## config.mk

```make
export PLATFORM = sky130hd
export DESIGN_NAME = fetch_ctrl
export DESIGN_NICKNAME = d
export VERILOG_FILES = /design/src/rtl/fetch_pkg.sv /design/src/rtl/sync_ff.sv /design/src/rtl/fetch_ctrl.sv
export SDC_FILE = /design/constraint.sdc
export NUM_CORES = 1
export LEC_CHECK = 0
export CORE_MARGIN = 3
export CORE_UTILIZATION = 43
export DETAILED_ROUTE_END_ITERATION = 6
export PLACE_DENSITY = 0.75
export SYNTH_ARGS = -nofsm -noshare
export SYNTH_HDL_FRONTEND = slang
export SYNTH_HIERARCHICAL = 1
export SYNTH_SLANG_ARGS = --single-unit
```

## constraint.sdc

```tcl
create_clock -name clk -period 2 [get_ports clk]
set_clock_uncertainty 0.2 [all_clocks]
set_input_delay 0.4 -clock clk [delete_from_list [all_inputs] [get_ports clk]]
set_output_delay 0.4 -clock clk [all_outputs]
set_load 0.05 [all_outputs]
```

## src/rtl/fetch_pkg.sv

```systemverilog
// Shared encodings and constants for the fetch-stage control unit.
package fetch_pkg;

    // PC source select, one-hot {JR, J, B}; all-zero selects PC+4.
    localparam logic [2:0] PCSRC_SEQ = 3'b000;
    localparam logic [2:0] PCSRC_B   = 3'b001;
    localparam logic [2:0] PCSRC_J   = 3'b010;
    localparam logic [2:0] PCSRC_JR  = 3'b100;

    // Trap FSM state.
    typedef logic [0:0] fetch_state_t;
    localparam fetch_state_t ST_RUN       = 1'b0;
    localparam fetch_state_t ST_TRAP_WAIT = 1'b1;

    // Kernel-space vectors; bit 31 marks kernel code.
    localparam logic [31:0] VEC_KERNEL_BASE = 32'h8000_0000;
    localparam logic [31:0] VEC_EXCEPTION   = 32'h8000_0004;
    localparam logic [31:0] VEC_INTERRUPT   = 32'h8000_0008;

endpackage

```

## src/rtl/sync_ff.sv

```systemverilog
// Multi-flop synchroniser for a single asynchronous level input.
module sync_ff #(
    parameter int unsigned STAGES = 2
) (
    input  logic clk,
    input  logic reset_b,
    input  logic d,
    output logic q
);

    logic [STAGES-1:0] sync_q;

    // Shift the raw input through the flop chain; the last flop is the safe copy.
    always_ff @(posedge clk or negedge reset_b) begin
        if (!reset_b) begin
            sync_q <= '0;
        end else begin
            sync_q <= {sync_q[STAGES-2:0], d};
        end
    end

    assign q = sync_q[STAGES-1];

endmodule

```

## src/rtl/fetch_ctrl.sv

```systemverilog
// Fetch-stage pipeline control: redirect arbitration, load-use stall,
// pending-interrupt latch and a trap FSM that blocks trap re-entry.
module fetch_ctrl
    import fetch_pkg::*;
#(
    parameter int unsigned SYNC_STAGES = 2,
    parameter int unsigned CNT_W       = 16
) (
    input  logic             clk,
    input  logic             reset_b,
    input  logic             irq_in,
    input  logic             ld_use,
    input  logic             br_taken,
    input  logic             j_id,
    input  logic             jr_id,
    input  logic             exc_id,
    input  logic             id_kernel,
    output logic [2:0]       PCSrc,
    output logic             IF_Pause,
    output logic             IF_Flush,
    output logic             ID_Flush,
    output logic             EX_Flush,
    output logic             intruption,
    output logic             exception,
    output logic             irq_ack,
    output logic [CNT_W-1:0] trap_cnt
);

    fetch_state_t     state_q, state_d;
    logic             irq_pend_q, irq_pend_d;
    logic [CNT_W-1:0] trap_cnt_q, trap_cnt_d;
    logic             irq_s;
    logic             in_run;
    logic             take_exc;
    logic             take_irq;

    sync_ff #(
        .STAGES (SYNC_STAGES)
    ) u_irq_sync (
        .clk     (clk),
        .reset_b (reset_b),
        .d       (irq_in),
        .q       (irq_s)
    );

    assign in_run = (state_q == ST_RUN);

    // A taken branch means the ID instruction is wrong-path, so it cannot trap.
    assign take_exc = !br_taken && in_run && exc_id;
    // Interrupts are only taken while ID holds user code.
    assign take_irq = !br_taken && in_run && !exc_id && irq_pend_q && !id_kernel;

    // Priority arbitration of redirects, traps and the load-use stall.
    always_comb begin
        PCSrc      = PCSRC_SEQ;
        IF_Pause   = 1'b0;
        IF_Flush   = 1'b0;
        ID_Flush   = 1'b0;
        EX_Flush   = 1'b0;
        intruption = 1'b0;
        exception  = 1'b0;
        irq_ack    = 1'b0;
        if (br_taken) begin
            PCSrc    = PCSRC_B;
            IF_Flush = 1'b1;
            ID_Flush = 1'b1;
        end else if (take_exc) begin
            exception = 1'b1;
            IF_Flush  = 1'b1;
            ID_Flush  = 1'b1;
            // The stalled load's dependent bubble must not survive the trap.
            EX_Flush  = ld_use;
        end else if (take_irq) begin
            intruption = 1'b1;
            irq_ack    = 1'b1;
            IF_Flush   = 1'b1;
            ID_Flush   = 1'b1;
        end else if (ld_use) begin
            // Jumps in ID are held off and re-present after the stall.
            IF_Pause = 1'b1;
            ID_Flush = 1'b1;
        end else if (jr_id) begin
            // JR wins over J if the decoder ever raises both.
            PCSrc    = PCSRC_JR;
            IF_Flush = 1'b1;
        end else if (j_id) begin
            PCSrc    = PCSRC_J;
            IF_Flush = 1'b1;
        end
    end

    // Next-state for trap FSM, pending latch and trap counter.
    always_comb begin
        state_d    = state_q;
        irq_pend_d = irq_pend_q | irq_s;
        trap_cnt_d = trap_cnt_q;
        if (take_exc || take_irq) begin
            state_d    = ST_TRAP_WAIT;
            trap_cnt_d = trap_cnt_q + CNT_W'(1);
        end else if (!in_run && id_kernel) begin
            state_d = ST_RUN;
        end
        // Clearing wins on the take edge; a held irq re-latches one cycle later.
        if (take_irq) begin
            irq_pend_d = 1'b0;
        end
    end

    // Control-state registers.
    always_ff @(posedge clk or negedge reset_b) begin
        if (!reset_b) begin
            state_q    <= ST_RUN;
            irq_pend_q <= 1'b0;
            trap_cnt_q <= '0;
        end else begin
            state_q    <= state_d;
            irq_pend_q <= irq_pend_d;
            trap_cnt_q <= trap_cnt_d;
        end
    end

    assign trap_cnt = trap_cnt_q;

    // Structural invariants of the arbitration.
    always_comb begin
        assert (!(IF_Pause && (PCSrc != PCSRC_SEQ || intruption || exception)));
        assert (!((intruption || exception) && PCSrc != PCSRC_SEQ));
    end

endmodule

```

; Yosys cells after proc, flatten, opt, wreduce, memory -nomap -nowiden
; Index checks and enable logic that the tools add are counted.
; Widths: inputs -> output; s select.
[classes]
reduce_logical = 11
bitwise = 2
add_sub_neg = 1
n_mux = 29
[op_table]
columns = op, count
row1 = $mux 1, 23
row2 = $add 16x1->16 const B, 1
row3 = $mux 3, 5
row4 = $logic_and 1x1->1, 6
row5 = $logic_not 1->1, 3
row6 = $mux 2, 1
row7 = $reduce_bool 2->1, 1
row8 = $logic_or 1x1->1, 1
row9 = $not 1->1, 1
row10 = $or 1x1->1, 1
[totals]
in_bits = 9
regBits = 20
output_inout_bits = 26

; Longest topological paths before layout
; Gate-level depths: netlist of run 1.
[depth]
depth_word = 8
mapped_depth = 4
depth_no_buf = 4

; Hierarchy
; The synthesis of run 1 kept the hierarchy.
[by_module_without_submodules]
columns = module, n_inst, seq_area_each_um2, area_each_um2, cells_per_inst
row1 = fetch_ctrl, 1, 450.4, 918.4, 85
row2 = sync_ff, 1, 50.0, 50.0, 2

; Least setup slack after synthesis of run 1
; No wires, ideal clock.
[synth_path]
kind = in2out
from = in id_kernel
to = out irq_ack
n_path_buf = 1
path_stages = 4
path_slack_ps = -377
arrival_time_ps = 1777
cell_sequence = and2b_1 -> nand2_1 -> nor2_1 -> buf_4
[synth_via]
elab_chain_len = 5
[synth_rtl]
columns = element, line_no
row1 = "start, declared", fetch_ctrl.sv:17  ; input logic id_kernel,
row2 = $logic_not 1->1, fetch_ctrl.sv:51  ; assign take_irq = !br_taken && in_run && !exc_id && irq_pend_q && !id_kernel;
row3 = $logic_and 1x1->1, fetch_ctrl.sv:51
row4 = $mux 1 (3 in series), --
row5 = "end, declared", fetch_ctrl.sv:25  ; output logic irq_ack,
; Every way passes these cells.

; Worst setup path after layout of run 1
[layout_path]
from = in exc_id
to = out PCSrc[1]
[layout_via]
elab_chain_len = 7
elab_cells_between_ends = 8
classes_between = 3 x mux / 5 x reduce/logical
[layout_rtl]
columns = element, line_no
row1 = "start, declared", fetch_ctrl.sv:16  ; input logic exc_id,
row2 = $logic_not 1->1, fetch_ctrl.sv:51
row3 = $logic_and 1x1->1 (3 in series), fetch_ctrl.sv:51
row4 = $mux 3, fetch_ctrl.sv:73  ; end else if (take_irq) begin
row5 = $mux 3 (*), fetch_ctrl.sv:67  ; end else if (take_exc) begin
row6 = $mux 3 (*), fetch_ctrl.sv:63  ; if (br_taken) begin
row7 = "end, declared", fetch_ctrl.sv:18  ; output logic [2:0] PCSrc,
; Every way passes the cells marked *; elsewhere a longest branch is shown, timed or not.

==> flow_results.org, run 1 <==
** Outcome
- The flow ran to the end, but the final reports show violations.
- Violated checks :: setup timing

** Pwr
- For this design the ratio of total power to cell area is 832 nW/µm².
- Across the VDD grid, the largest voltage drop is 0.000881 V.
- Overall power consumption :: 0.00132 W
- Leakage :: 0.743 nW

** Clocking
- Skew-Pair Late Insertion Delay :: 0.30 ns
- CTS Hold Buffers Added :: 0
- Clk pin slew, worst setup/hold paths :: 0.10 ns
- Worst-case clock buffer depth :: 2
- CTS root buffer :: clkbuf_4
- The clock net in this run drives a total of 20 sinks.
- TritonCTS built the clock tree.
- Total number of H-tree levels :: 1
- Total CTS buffers :: 3

** Floorplan
- The die is 53.5 µm tall.
- Die Span X :: 53.5 µm
- Total number of placement rows :: 16
- The die covers 2860 µm².
- Std-Cell Core Area :: 2040 µm²
- 35 I/O pins were placed.
- The initial utilization of the core area, before any placement, comes to 47.4%.

** GRT
- GRT Residual Overflow :: 0
- Global routing usage summed across all routing layers :: 19.2%
- The number of global-route vias before repair came to 817.
- The initial antenna violation count is 0.
- Wire length of the first global-routing pass :: 3880 µm
- Pin count of the biggest net entering global routing :: 21

** Placed design
- Before CTS, the worst setup slack after placement is -0.436 ns.
- The congestion estimate from routability-driven global placement came to 0.785.
- Count of buffers inserted at the top-level ports :: 34
- The wire-length estimate of the detail-placed layout is 1790 µm.

** Worst setup path
- For the worst setup path, the data required time is 1.40 ns.
- Worst setup SP type :: input pin
- The number of cells on the worst reg-to-reg path is 4.
- Type of the worst setup path :: in -> out
- The worst setup path is captured at an output port.
- In this run the worst path has a maximum fanout of 3.
- Worst endpoint data arrival time :: 1.63 ns

** Detailed routing
- The detail route stage leaves a number of antenna-violating nets equal to 0.
- First drt pass iteration count :: 4
- Via-to-Cell Ratio :: 5.07
- After the first detailed-routing iteration, the DRC count stood at 5.
- The routed design has 2420 µm of wire.
- Residual DRC count :: 0
- Routed wirelength normalized by instance count :: 14.6 µm
- The detailed router placed 836 vias in this run.

** STA
- Max Clk Rate :: 449 MHz
- Final critical-path share of the clock period :: 111%
- Tightest hold margin :: 0.164 ns
- At the pin with the least slew margin, the transition time is 0.336 ns.
- Unrepaired setup endpoints after global routing :: yes
- For the final routed database, the setup TNS stands at -0.934 ns.
- The number of pins exceeding their max-slew limit in the final report was 0.
- Tmin final :: 2.23 ns
- Across all setup checks in the final design, the least slack found is -0.229 ns.
- Worst slew margin relative to its limit :: 77.6%
- Setup violations remaining at the end of the flow were counted as 5.
- Final hold vios :: 0

** Worst hold path
- The min-delay analysis places its worst path in the category reg -> reg.
- Hold path cells :: 0

** Yosys
- Gate Count Post-Synth :: 87
- Top-area cell type share of the netlist area :: 51.7%
- Leading cell types by total area after synthesis :: dfrtp_1, xor2_1, xnor2_1
- After synthesis, the netlist uses 26 different library cells.
- Mean area per synthesized cell :: 11.1 µm²
- Total of warnings raised by yosys :: 6
- Share of the yosys chip area belonging to registers :: 51.7%
- The cell area that synthesis handed to floorplanning was 968 µm².
- Counting flops and latches in the post-synthesis netlist gives 20.
- The biggest area contributor in the post-synthesis netlist is dfrtp_1.
- Synthesized net count :: 97

** Cells and area
- In the final layout, the share of cells above drive strength 1 is 45.7%.
- After the last flow step, the layout net total stands at 149.
- From synthesis to final layout, the design area changed by 64.2%.
- The repair_antennas step left the layout with diodes totalling 0.

** Run
- Max-cap violations in this run came to 0.
[logic make-up after synthesis]
logic type | Yosys count | synth area share, %
AOI/OAI and AO/OA | 5 | 5.04
buffers and inverters | 6 | 3.10
DFF | 20 | 51.7
and+or+nand+nor | 40 | 25.3
adders and majority gates | 1 | 1.29
xor gates and xnor gates | 15 | 13.6
[per-stage QoR]
step / cells / utilization, % / area (µm²)
floorplan: 87 / - / 987
global placement: 157 / 72.9 / 1490
detailed placement: 157 / 72.9 / 1490
CTS: 164 / 76.2 / 1560
global route: 165 / 77.9 / 1590
finish: 165 / 77.9 / 1590
[layout make-up]
class	instances	area [µm²]
Fill cell	151	452
Inverter	4	15.0
Sequential cell	20	500
Tap cell	27	33.8
Timing Repair Buffer	49	522
Multi-Input combinational cell	61	483
Clock buffer	4	36.3
[power by group]
group | switching, W | total (W) | internal [W] | leakage (nW)
clock | 0.000121 | 0.000232 | 0.000111 | 0.0210
combinational | 0.000342 | 0.000554 | 0.000212 | 0.475
sequential | 0.0000742 | 0.000537 | 0.000462 | 0.247
[path summary, 6_finish.rpt]
kind	start	end	slack [ns]
max	exc_id	PCSrc[1]	-0.23
max in group asynchronous	reset_b	irq_pend_q$_DFF_PN0_	1.16
min	u_irq_sync/sync_q[0]$_DFF_PN0_	u_irq_sync/sync_q[1]$_DFF_PN0_	0.16
max reg2reg	trap_cnt[5]$_DFFE_PN0P_	trap_cnt[14]$_DFFE_PN0P_	0.36
min in group asynchronous	reset_b	trap_cnt[8]$_DFFE_PN0P_	0.23
min reg2reg	u_irq_sync/sync_q[0]$_DFF_PN0_	u_irq_sync/sync_q[1]$_DFF_PN0_	0.16
[what timing repair did]
action                     in CTS  in global routing
pin swaps                       5                  3
gates resized for setup         6                  8
buffers inserted                3                  1
setup endpoints to repair       9                  9
[cells in the mapped netlist]
cell type	instances
and2_1	3
and3b_1	1
dfrtp_1	20
ha_1	1
nand2_1	9
xor2_1	8
nor3b_1	1
inv_1	4
nor4_4	1
o21a_1	1
nand4_1	3
xnor2_1	7
nor2_1	7
and3_1	2
nor2_4	1
o21ai_0	2
nor3_1	5
o2111ai_4	1
nor3_2	1
buf_4	2
nand3_2	1
nor4_2	1
and4_4	1
nand3_1	2
and2b_1	1
o21ai_1	1
[sequential cells by signal, summed over array words and instances (netlist names)]
name and flops:
trap_cnt 16, state_q 1, u_irq_sync/sync_q 2, irq_pend_q 1
[per-layer routing]
layer | routed length, µm | share of wire [%] | vias to the layer above | GRT usage, %
met3 | 107 | 4.4 | 5 | 3.94
met2 | 1270 | 53 | 19 | 33.3
met4 | 30 | 1.2 | 0 | 6.38
met1 | 1010 | 42 | 413 | 23.3
li1 | - | - | 399 | -
met5 | 0 | 0 | - | 0
[layout by cell type, fill, tap and decap left out]
cell type        instances
inv_1                    3
xnor2_1                  7
nand4_1                  3
and3_4                   1
nand3_1                  2
and2b_1                  1
nor2_1                   5
clkbuf_4                 3
nor4_2                   1
and3b_2                  1
clkdlybuf4s50_1          6
o21ai_2                  1
and2_4                   2
inv_2                    1
xor2_1                   8
nor4_4                   1
nor2_4                   3
and3_1                   1
o21ai_0                  1
and4_4                   1
nand2_2                  1
and2_1                   1
nor3b_1                  1
nand3_2                  1
buf_6                    3
ha_1                     1
o21ai_1                  1
o2111ai_4                1
buf_12                  10
nor3_2                   1
o21a_2                   1
dlygate4sd2_1            2
clkbuf_8                 1
buf_4                   28
nor3_4                   1
dfrtp_1                 20
nand2_1                  8
nor3_1                   4
[worst max-delay path, cell delays in order]
cell and delay, ns:
clkdlybuf4s50_1 0.45, o21a_2 0.26, nor3_4 0.15, and3b_2 0.23
buf_12 0.14
No activity file was read; power rests on OpenSTA's default activity.
==> run 2, diff against run 1 <==
- GPL_ROUTABILITY_DRIVEN: unset -> 1
==> results of run 2 <==
Same layout as run 1: the final DEF is identical, and so are final timing and power.
==> run 3, diff against run 2 <==
- CAP_MARGIN: unset -> 20
- HOLD_SLACK_MARGIN: unset -> 0.05
- PLACE_DENSITY: 0.75 -> 0.85
==> run 3 against run 2 <==
Effect of this change:
- the run still ends with setup timing left
- sequential power about the same
- global-route usage decreased by 0.44 points
- sequential cell count unchanged
- final cell count decreased by 0.61%
- clock-buffer cell count unchanged
- register-to-register slack got worse by 0.04 ns
- first-iteration DRC count increased by 100%
- design area decreased by 1.5%
- via count decreased by 3.1%
==> flow_results.org, run 3 (same netlist as run 1, synthesis figures left out) <==
** Outcome
- Run status :: finished, violations left
- Violated checks :: setup timing

** Worst hold path
- Hold Crit Class :: reg -> reg
- The number of instances on the worst hold path was 0 (unchanged).

** Pwr
- The portion of total power attributed to the clock network came to 17.9% (+0.4 points).
- The cell area power density is 844 nW/µm² (+1.4%).
- The total power of the final layout came to 0.00132 W (about the same).
- Switching portion of total power :: 40.8% (+0.18 points)
- NetSw :: 0.000539 W (+0.35%)
- The part of the total power dissipated in combinational logic is 41.5% (-0.4 points).
- Part of the total power dissipated in sequential elements :: 40.6% (about the same)
- Design internal power :: 0.000783 W (-0.40%)
- The leakage power total was 0.732 nW (-1.4%).
- The worst ir drop on vdd is 0.000980 V (+11%).

** Cells and area
- Footprint of the flip-flops and latches :: 500 µm² (unchanged)
- The ratio of cells with drive above 1 in the final layout is 43.8% (-1.9 points).
- Fraction of the core area covered by cells at the end of the flow :: 76.7% (-1.2 points)
- The multi-input logic area came to 474 µm² (-1.8%).
- Most frequent standard cell in the layout excluding fill and tap cells :: buf_4
- The number of nets at the end of the flow is 148 (-0.67%).
- The final-layout fill cell count was 145 (-4.0%).
- The top cell types in the final layout, fill and taps aside, are buf_4, dfrtp_1, buf_12.
- Diodes inserted :: 0 (unchanged)
- Max FFs per register :: 16 (unchanged)
- The area growth from synthesis to layout is 61.8%.

** Worst setup path
- Depth of the most critical reg-to-reg path :: 7 (+3)
- Cell depth of the worst setup path :: 6 (+1)
- STA classifies the critical path startpoint as a register.
- The buffers plus inverters on the worst setup path is 2 (unchanged).
- STA classifies the critical path endpoint as an output port.
- Worst path required time :: 1.40 ns (about the same)
- Cell family contributing the most delay on the critical path :: simple AND/OR/NAND/NOR gates
- Crit Path Max Fanout :: 3 (unchanged)
- The largest individual stage delay along the critical path comes from the cell dfrtp_1.
- The largest incremental delay on the critical path was 0.39 ns (-0.06 ns).
- Type of the worst setup path :: reg -> out
- The critical path goes through and2b_1, o21a_1, buf_4, nor2_4, and2_4, buf_12.
- The data arrival time of the critical path came to 1.63 ns (about the same).

** GRT
- GRT Residual Overflow :: 0 (unchanged)
- Via count of the first global-routing pass :: 805 (-1.5%)
- The global-route usage over all layers came to 18.7% (-0.44 points).
- The initial antenna violation count was 0 (unchanged).
- The largest net degree at the start of global routing is 21 (unchanged).
- The global-route wire length before repair is 3750 µm (-3.4%).

** STA
- Final critical-path share of the clock period :: 111% (about the same)
- The post-route worst setup slack was -0.230 ns (-0.00120 ns).
- The number of pins exceeding their max-slew limit in the final report is 0 (unchanged).
- The time the final worst path needs with I/O delays and setup was 2.23 ns (+0.00120 ns).
- Max Clk Rate :: 448 MHz (about the same)
- Transition time at the pin with the least slew margin :: 0.323 ns (-0.0135 ns)
- Count of endpoints failing setup in the final report :: 7 (+2)
- The count of final hold-check violations was 0 (unchanged).
- Setup total negative slack :: -0.893 ns (+0.0417 ns)
- Tightest hold margin :: 0.165 ns (+0.000982 ns)
- Worst slew margin relative to its limit :: 78.5% (+0.90 points)
- Setup repair after global routing could not meet its margin everywhere.

** Run
- The max-capacitance violation count is 0 (unchanged).

** Detailed routing
- Initial detailed-routing violation count :: 10 (+5)
- The number of DRC violations after detailed routing is 0 (unchanged).
- The number of search-and-repair iterations in the first detailed-routing pass came to 4 (unchanged).
- Total via count in the routed design :: 810 (-3.1%)
- Number of antenna-violating nets in the routed design :: 0 (unchanged)
- Total length of routed wires :: 2260 µm (-6.6%)
- Routed wirelength normalized by instance count :: 13.8 µm (-6.1%)
- Via-to-Cell Ratio :: 4.94 (-2.5%)

** Clocking
- The clock net sink count was 20 (unchanged).
- TritonCTS clock tree :: built
- The quantity of hold-fixing buffers added after cts was 0 (unchanged).
- The number of buffers added by the clock tree synthesis step is 3 (unchanged).
- The worst-case clock buffer depth came to 2 (unchanged).
- The maximum level of the CTS H-tree was 1 (unchanged).
- The clock-pin slew reported for the worst setup and hold paths after clock tree synthesis was 0.11 ns (about the same).
- CTS root buffer :: clkbuf_4
- Skew-Pair Late Insertion Delay :: 0.30 ns (about the same)

** Placed design
- Worst slack, placed :: -0.404 ns (+0.0321 ns)
- The detailed placer's ending HPWL came to 1760 µm (-1.9%).
- Count of buffers inserted at the top-level ports :: 34 (unchanged)
- Final RePlAce weighted congestion :: 0.780 (-0.55%)

** Floorplan
- Std-Cell Core Area :: 2040 µm² (unchanged)
- Die area :: 2860 µm² (unchanged)
- Die Ht :: 53.5 µm (unchanged)
- The count of standard-cell rows came to 16 (unchanged).
- Initial Utilization :: 47.4% (unchanged)
- Die Span X :: 53.5 µm (unchanged)
- The number of primary I/O pins is 35 (unchanged).
==> run 3: cell type report <==
class | count | share of cell area [%]
repair buffers | 48 | 32.3
flip-flops and latches | 20 | 31.9
inverters | 4 | 0.958
clock buffers | 4 | 2.32
well taps | 27 | 2.16
multi-input cells | 61 | 30.3
==> run 3: per-stage QoR <==
stage	std cells	area (µm²)
final	164	1570
after global routing	164	1570
after CTS	162	1540
after detailed placement	156	1480
after global placement	156	1480
after floorplan	87	987
==> run 3: timing repair <==
action | in CTS | in global routing
endpoints found under the hold margin | 0 | 0
pin swaps | 6 | 3
resized for setup | 6 | 2
setup buffers | 3 | 2
endpoints found under the setup margin | 9 | 9
==> run 3: final timing paths <==
path / from / endpoint / slack, ns
setup / recovery: irq_pend_q$_DFF_PN0_ / IF_Pause / -0.23
hold / removal: u_irq_sync/sync_q[0]$_DFF_PN0_ / u_irq_sync/sync_q[1]$_DFF_PN0_ / 0.16
setup reg to reg: irq_pend_q$_DFF_PN0_ / trap_cnt[3]$_DFFE_PN0P_ / 0.32
hold reg to reg: u_irq_sync/sync_q[0]$_DFF_PN0_ / u_irq_sync/sync_q[1]$_DFF_PN0_ / 0.16
max in group asynchronous: reset_b / trap_cnt[0]$_DFFE_PN0P_ / 1.18
min in group asynchronous: reset_b / trap_cnt[14]$_DFFE_PN0P_ / 0.21
==> run 3: routing by layer <==
layer / share of wire, % / global-route usage, % / vias up / routed length (µm)
met5: 0 / 0 / - / 0
met4: 2.0 / 9.79 / 0 / 46
met3: 4.4 / 3.94 / 6 / 99
met2: 51 / 30.6 / 21 / 1150
met1: 42 / 22.9 / 389 / 957
li1: - / - / 394 / -
==> run 3: power by group through the flow <==
| stage | Combinational [W] | Sequential [W] | Clock (W) |
|---|---|---|---|
| 5_1_grt | 0.000583 | 0.000550 | 0.000259 |
| 4_1_cts | 0.000546 | 0.000537 | 0.000238 |
| 3_5_place_dp | 0.000533 | 0.000544 | 0 |
| 2_1_floorplan | 0.000146 | 0.000714 | 0 |
| 6_report | 0.000548 | 0.000537 | 0.000237 |
| 3_3_place_gp | 0.000524 | 0.000541 | 0 |
